$ cat src/rtl/seq_mult_32_pkg.sv
// Shared types and constants for the sequential shift-add multiplier.
package seq_mult_32_pkg;

  localparam int WIDTH = 32;
  localparam int CNT_W = 5;

  typedef enum logic [1:0] {
    ST_IDLE = 2'd0,
    ST_RUN  = 2'd1,
    ST_DONE = 2'd2
  } state_e;

  // Magnitude of a two's-complement operand; 0x80000000 maps to itself, read as unsigned.
  function automatic logic [31:0] mag32(input logic [31:0] x);
    return x[31] ? (~x + 32'd1) : x;
  endfunction

  function automatic logic [63:0] neg64(input logic [63:0] x);
    return ~x + 64'd1;
  endfunction

endpackage

$ cat src/rtl/seq_mult_32_if.sv
// Operand/result handshake bundle between the issue stage, the multiplier and writeback.
interface seq_mult_32_if;
  import seq_mult_32_pkg::*;

  logic                 in_valid;
  logic                 in_ready;
  logic [WIDTH-1:0]     operand_a;
  logic [WIDTH-1:0]     operand_b;
  logic                 signed_mode;
  logic                 out_valid;
  logic                 out_ready;
  logic [2*WIDTH-1:0]   product;

  modport master (
    output in_valid, operand_a, operand_b, signed_mode, out_ready,
    input  in_ready, out_valid, product
  );

  modport slave (
    input  in_valid, operand_a, operand_b, signed_mode, out_ready,
    output in_ready, out_valid, product
  );

endinterface

$ cat src/rtl/rca_32bit.sv
// 32-bit ripple-carry adder/subtractor; subtract_mode inverts b and forces the carry in.
module rca_32bit (
  input  logic [31:0] a,
  input  logic [31:0] b,
  input  logic        carry_in,
  input  logic        subtract_mode,
  output logic [31:0] sum,
  output logic        carry_out,
  output logic        overflow
);

  logic [32:0] carry_s;
  logic [31:0] b_eff_s;

  assign carry_s[0] = carry_in | subtract_mode;

  for (genvar i = 0; i < 32; i++) begin : g_fa
    assign b_eff_s[i]     = b[i] ^ subtract_mode;
    assign sum[i]         = a[i] ^ b_eff_s[i] ^ carry_s[i];
    assign carry_s[i + 1] = (a[i] & b_eff_s[i]) | (carry_s[i] & (a[i] ^ b_eff_s[i]));
  end

  assign carry_out = carry_s[32];
  assign overflow  = carry_s[32] ^ carry_s[31];

endmodule

$ cat src/rtl/seq_mult_32.sv
// 32x32 -> 64 shift-add multiplier, one partial-product add per cycle, valid/ready on both sides.
module seq_mult_32 #(
  parameter int WIDTH     = 32,
  parameter bit SIGNED_EN = 1'b1
) (
  input  logic          clk,
  input  logic          rst_n,
  seq_mult_32_if.slave  bus
);
  import seq_mult_32_pkg::*;

  state_e              state_q, state_d;
  logic [CNT_W-1:0]    count_q, count_d;
  logic [WIDTH-1:0]    acc_hi_q, acc_hi_d;
  logic [WIDTH-1:0]    mplier_q, mplier_d;
  logic [WIDTH-1:0]    mcand_q, mcand_d;
  logic                neg_q, neg_d;
  logic [2*WIDTH-1:0]  product_q, product_d;
  logic                in_ready_q, in_ready_d;
  logic                out_valid_q, out_valid_d;

  logic                is_signed_s;
  logic [WIDTH-1:0]    addend_s;
  logic [WIDTH-1:0]    add_sum_s;
  logic                add_cout_s;
  logic                unused_ovf_s;

  assign is_signed_s = bus.signed_mode & SIGNED_EN;
  assign addend_s    = {WIDTH{mplier_q[0]}} & mcand_q;

  rca_32bit u_rca (
    .a             (acc_hi_q),
    .b             (addend_s),
    .carry_in      (1'b0),
    .subtract_mode (1'b0),
    .sum           (add_sum_s),
    .carry_out     (add_cout_s),
    .overflow      (unused_ovf_s)
  );

  always_comb begin
    state_d     = state_q;
    count_d     = count_q;
    acc_hi_d    = acc_hi_q;
    mplier_d    = mplier_q;
    mcand_d     = mcand_q;
    neg_d       = neg_q;
    product_d   = product_q;
    in_ready_d  = in_ready_q;
    out_valid_d = out_valid_q;

    case (state_q)
      ST_IDLE: begin
        in_ready_d  = 1'b1;
        out_valid_d = 1'b0;
        if (bus.in_valid && in_ready_q) begin
          mcand_d    = is_signed_s ? mag32(bus.operand_a) : bus.operand_a;
          mplier_d   = is_signed_s ? mag32(bus.operand_b) : bus.operand_b;
          neg_d      = is_signed_s & (bus.operand_a[WIDTH-1] ^ bus.operand_b[WIDTH-1]);
          acc_hi_d   = {WIDTH{1'b0}};
          count_d    = {CNT_W{1'b0}};
          in_ready_d = 1'b0;
          state_d    = ST_RUN;
        end else begin
          state_d = ST_IDLE;
        end
      end

      // 65-bit right shift of {carry, sum, multiplier}; the LSB of sum becomes a product bit.
      ST_RUN: begin
        acc_hi_d = {add_cout_s, add_sum_s[WIDTH-1:1]};
        mplier_d = {add_sum_s[0], mplier_q[WIDTH-1:1]};
        count_d  = count_q + 5'd1;
        if (count_q == 5'd31) begin
          state_d = ST_DONE;
        end else begin
          state_d = ST_RUN;
        end
      end

      // First DONE cycle applies the sign and publishes; afterwards product holds until taken.
      ST_DONE: begin
        if (!out_valid_q) begin
          product_d   = neg_q ? neg64({acc_hi_q, mplier_q}) : {acc_hi_q, mplier_q};
          out_valid_d = 1'b1;
        end else if (bus.out_ready) begin
          out_valid_d = 1'b0;
          in_ready_d  = 1'b1;
          state_d     = ST_IDLE;
        end else begin
          out_valid_d = 1'b1;
        end
      end

      default: begin
        state_d     = ST_IDLE;
        in_ready_d  = 1'b1;
        out_valid_d = 1'b0;
      end
    endcase
  end

  always_ff @(posedge clk or negedge rst_n) begin
    if (!rst_n) begin
      state_q     <= ST_IDLE;
      count_q     <= {CNT_W{1'b0}};
      acc_hi_q    <= {WIDTH{1'b0}};
      mplier_q    <= {WIDTH{1'b0}};
      mcand_q     <= {WIDTH{1'b0}};
      neg_q       <= 1'b0;
      product_q   <= {(2*WIDTH){1'b0}};
      in_ready_q  <= 1'b1;
      out_valid_q <= 1'b0;
    end else begin
      state_q     <= state_d;
      count_q     <= count_d;
      acc_hi_q    <= acc_hi_d;
      mplier_q    <= mplier_d;
      mcand_q     <= mcand_d;
      neg_q       <= neg_d;
      product_q   <= product_d;
      in_ready_q  <= in_ready_d;
      out_valid_q <= out_valid_d;
    end
  end

  assign bus.in_ready  = in_ready_q;
  assign bus.out_valid = out_valid_q;
  assign bus.product   = product_q;

endmodule

$ cat src/flat_wrapper.sv
// flat-port wrapper written by rule: the top's interface ports become plain ports
module seq_mult_32_flat import seq_mult_32_pkg::*;
#(
  parameter int WIDTH     = 32,
  parameter bit SIGNED_EN = 1'b1
)
  (clk, rst_n, bus_in_valid, bus_operand_a, bus_operand_b, bus_signed_mode, bus_out_ready, bus_in_ready, bus_out_valid, bus_product);
  seq_mult_32_if bus_i ();
  input  logic clk;
  input  logic rst_n;
  input wire logic [$bits(bus_i.in_valid)-1:0] bus_in_valid;
  input wire logic [$bits(bus_i.operand_a)-1:0] bus_operand_a;
  input wire logic [$bits(bus_i.operand_b)-1:0] bus_operand_b;
  input wire logic [$bits(bus_i.signed_mode)-1:0] bus_signed_mode;
  input wire logic [$bits(bus_i.out_ready)-1:0] bus_out_ready;
  output wire logic [$bits(bus_i.in_ready)-1:0] bus_in_ready;
  output wire logic [$bits(bus_i.out_valid)-1:0] bus_out_valid;
  output wire logic [$bits(bus_i.product)-1:0] bus_product;
  assign bus_i.in_valid = bus_in_valid;
  assign bus_i.operand_a = bus_operand_a;
  assign bus_i.operand_b = bus_operand_b;
  assign bus_i.signed_mode = bus_signed_mode;
  assign bus_i.out_ready = bus_out_ready;
  assign bus_in_ready = bus_i.in_ready;
  assign bus_out_valid = bus_i.out_valid;
  assign bus_product = bus_i.product;
  seq_mult_32 #(.WIDTH(WIDTH), .SIGNED_EN(SIGNED_EN)) u_core (.clk(clk), .rst_n(rst_n), .bus(bus_i));
endmodule
$ cat config.mk
export PLATFORM = sky130hd
export DESIGN_NAME = seq_mult_32_flat
export DESIGN_NICKNAME = d
export VERILOG_FILES = /design/src/rtl/seq_mult_32_pkg.sv /design/src/rtl/seq_mult_32_if.sv /design/src/rtl/rca_32bit.sv /design/src/rtl/seq_mult_32.sv /design/src/flat_wrapper.sv
export SDC_FILE = /design/constraint.sdc
export NUM_CORES = 1
export LEC_CHECK = 0
export CORE_MARGIN = 4
export CORE_UTILIZATION = 50
export CTS_CLUSTER_DIAMETER = 100
export DETAILED_ROUTE_END_ITERATION = 8
export GPL_TIMING_DRIVEN = 0
export PLACE_DENSITY_LB_ADDON = 0.05
export SYNTH_ARGS = -nofsm -noshare
export SYNTH_HDL_FRONTEND = slang
export SYNTH_SLANG_ARGS = --single-unit
$ cat constraint.sdc
create_clock -name clk -period 14.1 [get_ports clk]
set_clock_uncertainty 0.1 [all_clocks]
set_input_delay 2.82 -clock clk [delete_from_list [all_inputs] [get_ports clk]]
set_output_delay 2.82 -clock clk [all_outputs]
set_load 0.02 [all_outputs]
## Word level (Yosys, flattened, before mapping)

Index checks and enable logic that the tools add are counted.

| storage, ports and cells | value |
|---|---|
| bits in registers | 170 |
| bits of input ports | 69 |
| output and inout port bits | 66 |

| cells by class | value |
|---|---|
| add/subtract/negate cells | 4 |
| equal/unequal tests | 6 |
| mux-type cells | 23 |
| bitwise gates (word level) | 165 |
| reduce and logical (&&, ||, !) cells | 8 |

Operator list:

| cell | number |
|---|---|
| $mux W32 | 6 |
| $pmux W32 S2 | 2 |
| $add A32 B1 Y32 const B | 2 |
| $add A64 B1 Y64 const B | 1 |
| $and A1 B1 Y1 | 64 |
| $mux W64 | 1 |
| $not A32 Y32 | 2 |
| $not A64 Y64 | 1 |
| $xor A1 B1 Y1 | 64 |
| $and A32 B32 Y32 | 1 |
| $or A1 B1 Y1 | 31 |
| $pmux W5 S2 | 1 |
| $reduce_and A2 Y1 | 4 |
| $mux W1 | 6 |
| $mux W2 | 3 |
| $pmux W2 S3 | 1 |
| $add A5 B1 Y5 const B | 1 |
| $eq A5 B5 Y1 const B | 1 |
| $mux W5 | 1 |
| $ne A2 B1 Y1 const B | 2 |
| $pmux W1 S3 | 1 |
| $reduce_and A3 Y1 | 1 |
| $eq A2 B1 Y1 const B | 1 |
| $eq A2 B2 Y1 const B | 1 |
| 6 further kinds | 7 |

## Longest topological paths before layout

Gate-level depths: netlist of the first run.

| logic depth | value |
|---|---|
| word-level depth | 65 |
| gate-level depth with buffers | 38 |

## Hierarchy

Synthesis of the first run repeated with hierarchy kept, for this count alone.

| second synthesis, totals | value |
|---|---|
| cell total of the unflattened synthesis | 1230 |
| area, all modules | 10781.6 um2 |

Modules (own cells, without submodules):

| module | times used | cells an instance | area an instance (um2) | sequential area each (um2) |
|---|---|---|---|---|
| seq_mult_32 | 1 | 1100 | 9559.2 | 4255.3 |
| rca_32bit | 1 | 130 | 1222.4 | 0.0 |

## Worst setup path before layout of the first run

Ideal clock, no wire load.

| timing | value |
|---|---|
| path type | register to register |
| from | reg u_core.mplier_q[0] |
| to | reg u_core.acc_hi_q[30] |
| setup time | 0.130 ns |
| data arrival time | 12.704 ns |
| required time | 13.870 ns |
| setup slack | 1.166 ns |
| cell stages (with the launch flop) | 38 |
| path buffers | 2 |
| clock period less this slack | 12.934 ns |
| cells stage by stage | dfrtp_1 > clkbuf_1 > clkbuf_1 > nand2_1 > fa_1 > fa_1 > fa_1 > fa_1 > fa_1 > fa_1 > fa_1 > fa_1 > fa_1 > fa_1 > fa_1 > fa_1 > fa_1 > fa_1 > [... 2 more ...] > fa_1 > fa_1 > fa_1 > fa_1 > fa_1 > fa_1 > fa_1 > fa_1 > fa_1 > fa_1 > fa_1 > fa_1 > fa_1 > inv_1 > fa_1 > inv_1 > fa_1 > o21ai_0 |

| between the ends | value |
|---|---|
| longest elaborated chain between the ends | 64 |
| elaborated cells on any way between the ends | 125 |

Ends and longest elaborated chain:

| item | line | RTL |
|---|---|---|
| from (decl) | seq_mult_32.sv:15 | `logic [WIDTH-1:0] mplier_q, mplier_d;` |
| from (signal assigned) | seq_mult_32.sv:108 | `mplier_q <= {WIDTH{1'b0}};` |
| from (signal assigned) | seq_mult_32.sv:118 | `mplier_q <= mplier_d;` |
| $and A32 B32 Y32 * | seq_mult_32.sv:29 | `assign addend_s = {WIDTH{mplier_q[0]}} & mcand_q;` |
| $and A1 B1 Y1 / $xor A1 B1 Y1 (equally long branches) | rca_32bit.sv:20 | `assign carry_s[i + 1] = (a[i] & b_eff_s[i]) \| (carry_s[i] & (a[i] ^ b_eff_s[i]));` |
| $and A1 B1 Y1 | rca_32bit.sv:20 |  |
| $or A1 B1 Y1 | rca_32bit.sv:20 |  |
| $and A1 B1 Y1 | rca_32bit.sv:20 |  |
| $or A1 B1 Y1 | rca_32bit.sv:20 |  |
| $and A1 B1 Y1 | rca_32bit.sv:20 |  |
| $or A1 B1 Y1 | rca_32bit.sv:20 |  |
| [... 48 more ...] | n/a |  |
| $and A1 B1 Y1 | rca_32bit.sv:20 |  |
| $or A1 B1 Y1 | rca_32bit.sv:20 |  |
| $and A1 B1 Y1 | rca_32bit.sv:20 |  |
| $or A1 B1 Y1 | rca_32bit.sv:20 |  |
| $and A1 B1 Y1 | rca_32bit.sv:20 |  |
| $or A1 B1 Y1 | rca_32bit.sv:20 |  |
| $xor A1 B1 Y1 * | rca_32bit.sv:19 | `assign sum[i] = a[i] ^ b_eff_s[i] ^ carry_s[i];` |
| $pmux W32 S2 * | seq_mult_32.sv:52 | `case (state_q)` |
| to (signal assigned) | seq_mult_32.sv:107 | `acc_hi_q <= {WIDTH{1'b0}};` |
| to (signal assigned) | seq_mult_32.sv:117 | `acc_hi_q <= acc_hi_d;` |
| to (decl) | seq_mult_32.sv:14 | `logic [WIDTH-1:0] acc_hi_q, acc_hi_d;` |

Every way passes the cells marked *; elsewhere a longest branch is shown, timed or not.
A chain may end at the register's enable or synchronous reset.

## Final worst setup path of the first run

Same ends and word-level chain as after synthesis.

==> flow_summary.json, run 1 <==
{
  "fin_crit_ns": 13.57,
  "synth-adder-area-share_pct": 6.933,
  "p_clk_share_pct": 20.2,
  "p_int_mw": 1.307,
  "grt_start_max_net_pins": 91,
  "dr_total_vias": 8797,
  "drc_errors": 0,
  "synth-seq-area-share_pct": 42.41,
  "io_pins": 135,
  "synth_top_area_share_pct": 42.14,
  "status": "completed",
  "drt-initial-drc-count": 677,
  "cp_slowest_cell": "fa_1",
  "nets": 1361,
  "syn_inst": 1100,
  "power.total_mw": 2.277,
  "finalCritPeriodShare_pct": 96.22,
  "syn_area_per_cell_um2": 9.122,
  "p_switching_mw": 0.9697,
  "pwr-share-seq_pct": 37.1,
  "dpl.hpwl_mm": 21.55,
  "start_kind": "register",
  "place_congestion": 0.9695,
  "synth_top_family_by_area": "compound AO/OA/AOI/OAI gates",
  "cp-end-kind": "register",
  "grt_pass1_wl_mm": 44.99,
  "critPathTopFamily": "adder cells",
  "rsz0062_at_grt": "false",
  "hold_buffers": 0,
  "ys_top_cells_by_area": "dfrtp_1 (42%), o21ai_0 (8.6%), nand2_1 (6.2%)",
  "insertion_delay_ns": 0.43,
  "clk_pin_slew_ns": 0.07,
  "hold_class": "reg -> reg",
  "totalWireLength_mm": 27.95,
  "die_area_um2": 22400,
  "io_buffers": 134,
  "relSlewSlack_pct": 44.54,
  "drive_gt1_share_pct": 4.732,
  "multi_input_area_um2": 5373,
  "drv_cap": 0,
  "die-height_um": 149.7,
  "swShare_pct": 42.59,
  "clk_path_buf_depth": 2,
  "synth-simple-area-share_pct": 17.04,
  "antenna_left": 0,
  "fmax_mhz": 73.71,
  "arrival_ns": 13.76,
  "gr-total-overflow": 0,
  "cts_tree": "built",
  "ys.flop_type": "dfrtp_1",
  "cts_buffers": 17,
  "worstMarginPinSlew_ns": 0.8318,
  "cts_sinks": 170,
  "core_um2": 19590,
  "grt_pass1_vias": 8254,
  "drt-wirelength-per-cell_um": 18.23,
  "hold_viol": 0,
  "crit_required_ns": 14.29,
  "h-tree-depth": 4,
  "antenna_found_initial": 0,
  "crit_type": "reg -> reg",
  "tns_ns": 0,
  "critPathMaxStageDelay_ns": 0.47,
  "synthMuxAreaShare_pct": 0.4988,
  "register_area_um2": 4255,
  "synthXorXnorAreaFrac_pct": 9.426,
  "nFillCells": 1762,
  "p_comb_share_pct": 42.8,
  "crit_buf_inv": 4,
  "synth_edf_count": 0,
  "grt_usage_pct": 25.71,
  "syn_to_final_growth_pct": 22.77,
  "leakage_nw": 4.763,
  "via_per_inst": 5.738,
  "ys_types": 46,
  "yosysTopAreaCell": "dfrtp_1",
  "finalMaxSlewViolations": 0,
  "die_w_um": 149.7,
  "critPathMostFrequentCell": "fa_1",
  "cts_root_buf": "clkbuf_16",
  "start_util_pct": 51.22,
  "async_flop_share_pct": 100.0,
  "drt_pass1_iterations": 5,
  "synth_compound_area_share_pct": 19.64,
  "critPathMaxFanout": 10,
  "ys_seq_elements": 170,
  "placementRows": 51,
  "p_per_area_nw_per_um2": 184.8,
  "irDropWorstVdd_mv": 0.09855,
  "yosys_warnings": 0,
  "syn_area_um2": 10030,
  "synth_fp_nets": 1206,
  "antenna_cells": 0,
  "finalSetupViolations": 0
}
## path summary, 6_finish.rpt
kind                       cells after the start  slack [ns]                                from                                  to
max in group asynchronous                      2       10.81                               rst_n     u_core.acc_hi_q[17]$_DFFE_PN0P_
min reg2reg                                    2        0.38  u_core.bus.product[26]$_DFFE_PN0P_  u_core.bus.product[26]$_DFFE_PN0P_
max reg2reg                                   37        0.53      u_core.mplier_q[0]$_DFFE_PN0P_     u_core.acc_hi_q[30]$_DFFE_PN0P_
max                                           37        0.53      u_core.mplier_q[0]$_DFFE_PN0P_     u_core.acc_hi_q[30]$_DFFE_PN0P_
min                                            2        0.38  u_core.bus.product[26]$_DFFE_PN0P_  u_core.bus.product[26]$_DFFE_PN0P_
min in group asynchronous                      1        2.25                               rst_n  u_core.bus.product[15]$_DFFE_PN0P_
## state kept, by name (all words and copies together) (netlist names)
name and cells:
u_core.bus.product 64, u_core.acc_hi_q 32, u_core.mcand_q 32, u_core.mplier_q 32
u_core.count_q 5, u_core.state_q 2, u_core.bus.in_ready 1, u_core.bus.out_valid 1
u_core.neg_q 1
## placed cells by master, fill, tap and decap left out, drive strengths merged, types with 18 or more instances in the layout
cell,Yosys,final
nand2,167,167
o21ai,187,187
fa,31,31
a21oi,38,38
o31ai,28,28
dfrtp,169,169
nor3,18,18
xnor2,53,53
o41ai,22,22
xor2,55,55
clkdlybuf4s50,0,133
clkbuf,56,75
nor4,18,18
inv,42,46
nor2,41,41
or4,25,25
nand3,45,45
## cell type report
class	instances	area share [%]
plain buffers	66	2.031
clock buffers	19	3.677
clock inverters	13	0.9547
inverters	42	1.280
multi-input cells	822	43.61
flip-flops and latches	170	34.54
well taps	265	2.691
repair buffers	136	11.21
## cells by family (layout without fill, tap and decap cells)
family | after synthesis | in the layout
compound gates | 322 | 322
xor+xnor | 108 | 108
fa+ha+maj | 37 | 37
buf+inv | 108 | 276
flops | 170 | 170
mux | 5 | 5
simple gates | 350 | 350
## worst min-delay path: cells and delay by family, from the launching register on
| kind | cells | cell delay (ns) |
|---|---|---|
| compound gates | 1 | 0.06 |
| simple gates | 1 | 0.04 |
| flops | 1 | 0.34 |
## cells in the mapped netlist, types with 2 or more instances
cell type / count
o21ai_0: 172
dfrtp_1: 169
nand2_1: 167
clkbuf_1: 56
xor2_1: 55
xnor2_1: 53
nand3_1: 43
inv_1: 42
nor2_1: 41
a21oi_1: 38
fa_1: 31
o31ai_1: 28
or4_1: 24
nor3_1: 18
a22oi_1: 17
nor4_1: 16
o21ai_1: 15
a22o_1: 12
o41ai_1: 12
o41ai_2: 10
buf_1: 9
nand4_1: 8
or3_1: 8
a31oi_1: 7
ha_1: 6
a211oi_1: 5
and2_1: 5
mux2i_1: 5
nand2b_1: 3
or2_2: 3
a21o_1: 2
and3_1: 2
nor2b_1: 2
nor3b_1: 2
nor4_4: 2
nor4b_4: 2
## power groups by stage
stage	registers [mW]	logic, mW	clock network [mW]
CTS	0.835	0.973	0.463
floorplan	0.812	0.655	0
finish	0.845	0.973	0.459
global placement	0.839	0.944	0
global route	0.865	1.10	0.487
detailed placement	0.844	0.970	0
## metal layers
metal | GRT usage, % | vias up | routed length [µm]
met5 | 0 | - | 0
met4 | 7.594 | 0 | 582
li1 | - | 4194 | -
met3 | 5.058 | 40 | 2160
met1 | 39.06 | 4247 | 13170
met2 | 37.44 | 316 | 12040
## metrics by stage
stage	utilization [%]	worst slack [ns]	hold WS, ns	cells	cell area (µm²)
3_5_place_dp	59.93	0.4358	0.3698	1500	11740
4_1_cts	62.84	0.4004	0.3852	1532	12310
2_1_floorplan	-	1.166	0.3424	1100	10030
6_report	62.89	0.5325	0.3773	1533	12320
5_1_grt	62.89	0.08053	0.4093	1533	12320
3_3_place_gp	59.76	0.5354	0.3624	1499	11710
## timing repair
| item | in CTS | in global routing |
|---|---|---|
| endpoints found under the setup margin | 0 | 1 |
| setup buffers | 0 | 0 |
| resized for setup | 0 | 2 |
Note: power is estimated with default switching activity, not from simulation.
==> inputs of run 2 (changes only) <==
--- a/config.mk
+++ b/config.mk
@@ -5,6 +5,7 @@
 export SDC_FILE = /design/constraint.sdc
 export NUM_CORES = 1
 export LEC_CHECK = 0
+export CORE_ASPECT_RATIO = 2
 export CORE_MARGIN = 4
 export CORE_UTILIZATION = 50
 export CTS_CLUSTER_DIAMETER = 100
==> flow_summary.json, run 2 (same netlist as run 1, synthesis figures left out) <==
{
  "finalCritPeriodShare_pct": 96.16,
  "cts_buffers": 17,
  "fin_crit_ns": 13.56,
  "cp-end-kind": "register",
  "detailed_place.area_um2": 11750,
  "via_per_inst": 5.821,
  "io_pins": 135,
  "fmax_mhz": 73.75,
  "relSlewSlack_pct": 40.16,
  "fin_util_pct": 62.26,
  "pre_cts_slack_ns": 0.01364,
  "dr_total_vias": 8894,
  "core_um2": 19820,
  "final_area_um2": 12340,
  "start_kind": "register",
  "arrival_ns": 13.78,
  "final_common_cell": "o21ai_0",
  "start_util_pct": 50.63,
  "nets": 1360,
  "p_per_area_nw_per_um2": 184.0,
  "reg2reg_slack_ns": 0.54,
  "crit_required_ns": 14.32,
  "worstMarginPinSlew_ns": 0.8894,
  "drc_errors": 0,
  "finalSetupViolations": 0,
  "r2r_start": "u_core.mplier_q[0]$_DFFE_PN0P_",
  "cp_slowest_cell": "dfrtp_2",
  "io_buffers": 134,
  "drt_pass1_iterations": 5,
  "hold_start": "u_core.bus.product[23]$_DFFE_PN0P_",
  "die-height_um": 208.3,
  "power.total_mw": 2.271,
  "nFillCells": 1839,
  "cts_root_buf": "clkbuf_16",
  "antenna_found_initial": 0,
  "hold_path_end": "u_core.bus.product[23]$_DFFE_PN0P_",
  "clk_pin_slew_ns": 0.06,
  "drt-initial-drc-count": 390,
  "placementRows": 73,
  "final_cell_mix": "o21ai_0 (172), dfrtp_1 (168), nand2_1 (167), clkdlybuf4s50_1 (133), clkbuf_1 (57)",
  "syn_to_final_growth_pct": 22.97,
  "status": "completed",
  "drv_cap": 0,
  "finalMaxSlewViolations": 0,
  "die_area_um2": 22540,
  "r2r_cells": 36,
  "largest_reg_flops": 64,
  "gr-total-overflow": 0,
  "die_w_um": 108.2,
  "place_congestion": 0.9599,
  "grt_usage_pct": 27.49,
  "tns_ns": 0,
  "grt_start_max_net_pins": 96,
  "grt_pass1_wl_mm": 47.14,
  "irDropWorstVdd_mv": 0.08397,
  "hold_buffers": 0,
  "hold_class": "reg -> reg",
  "critPathMostFrequentCell": "fa_1",
  "setup_slack_ns": 0.5409,
  "dpl.hpwl_mm": 23.68,
  "leakage_nw": 4.770,
  "rsz0062_at_grt": "false",
  "cts_tree": "built",
  "postCtsResizedCells": 0,
  "antenna_left": 0,
  "reg2reg_to": "u_core.acc_hi_q[30]$_DFFE_PN0P_",
  "clk_path_buf_depth": 2,
  "grt_pass1_vias": 9078,
  "crit_type": "reg -> reg",
  "cts_sinks": 170,
  "totalWireLength_mm": 29.91,
  "drt-wirelength-per-cell_um": 19.57,
  "h-tree-depth": 4,
  "post-cts-setup-buffer-count": 0,
  "drive_gt1_share_pct": 4.581,
  "critPathMaxFanout": 10,
  "antenna_cells": 0,
  "critPathMaxStageDelay_ns": 0.49,
  "insertion_delay_ns": 0.45,
  "min_path_cells": 2,
  "hold_viol": 0
}
## run 2: how the worst max path moves through the flow
stage                                            endpoint  cells past startpoint                            from  slack, ns
after global routing      u_core.acc_hi_q[30]$_DFFE_PN0P_                     36  u_core.mplier_q[0]$_DFFE_PN0P_       0.01
after detailed placement  u_core.acc_hi_q[30]$_DFFE_PN0P_                     37  u_core.mplier_q[0]$_DFFE_PN0P_       0.01
final                     u_core.acc_hi_q[30]$_DFFE_PN0P_                     36  u_core.mplier_q[0]$_DFFE_PN0P_       0.54
after floorplan           u_core.acc_hi_q[30]$_DFFE_PN0P_                     37  u_core.mplier_q[0]$_DFFE_PN0P_       1.17
after global placement    u_core.acc_hi_q[30]$_DFFE_PN0P_                     37  u_core.mplier_q[0]$_DFFE_PN0P_       0.11
after CTS                 u_core.acc_hi_q[30]$_DFFE_PN0P_                     37  u_core.mplier_q[0]$_DFFE_PN0P_      0.009
## run 2: metal layers
layer / vias to the layer above / GRT usage [%] / wire, µm
met1: 4357 / 27.03 / 10070
met5: - / 0 / 0
li1: 4192 / - / -
met2: 255 / 52.24 / 16940
met4: 0 / 15.95 / 1779
met3: 90 / 4.378 / 1127
## run 2: area by class of cell
| cell class | count | area, µm² | area share (%) |
|---|---|---|---|
| Sequential cell | 170 | 4257 | 34.50 |
| Multi-Input combinational cell | 822 | 5378 | 43.58 |
| Timing Repair Buffer | 136 | 1381 | 11.19 |
| Buffer | 65 | 246.5 | 1.998 |
| Clock buffer | 25 | 505.5 | 4.097 |
| Inverter | 42 | 157.7 | 1.278 |
| Tap cell | 262 | 327.8 | 2.657 |
| Clock inverter | 6 | 86.33 | 0.6997 |
## run 2: critical path, delay by kind of cell, from the launching register on
family | cells | cell delay [ns]
buf+inv | 3 | 0.37
fa+ha+maj | 31 | 12.25
simple gates | 1 | 0.13
compound gates | 1 | 0.08
flops | 1 | 0.49
## run 2: per-stage QoR
| step | std cells | hold slack (ns) |
|---|---|---|
| after CTS | 1529 | 0.3806 |
| after global placement | 1496 | 0.3571 |
| after global routing | 1528 | 0.3967 |
| final | 1528 | 0.3744 |
| after detailed placement | 1498 | 0.3650 |
| after floorplan | 1100 | 0.3424 |
## run 2: where the power goes
part	switching [mW]	internal (mW)
Clock	0.195	0.283
Sequential	0.170	0.660
Combinational	0.569	0.393
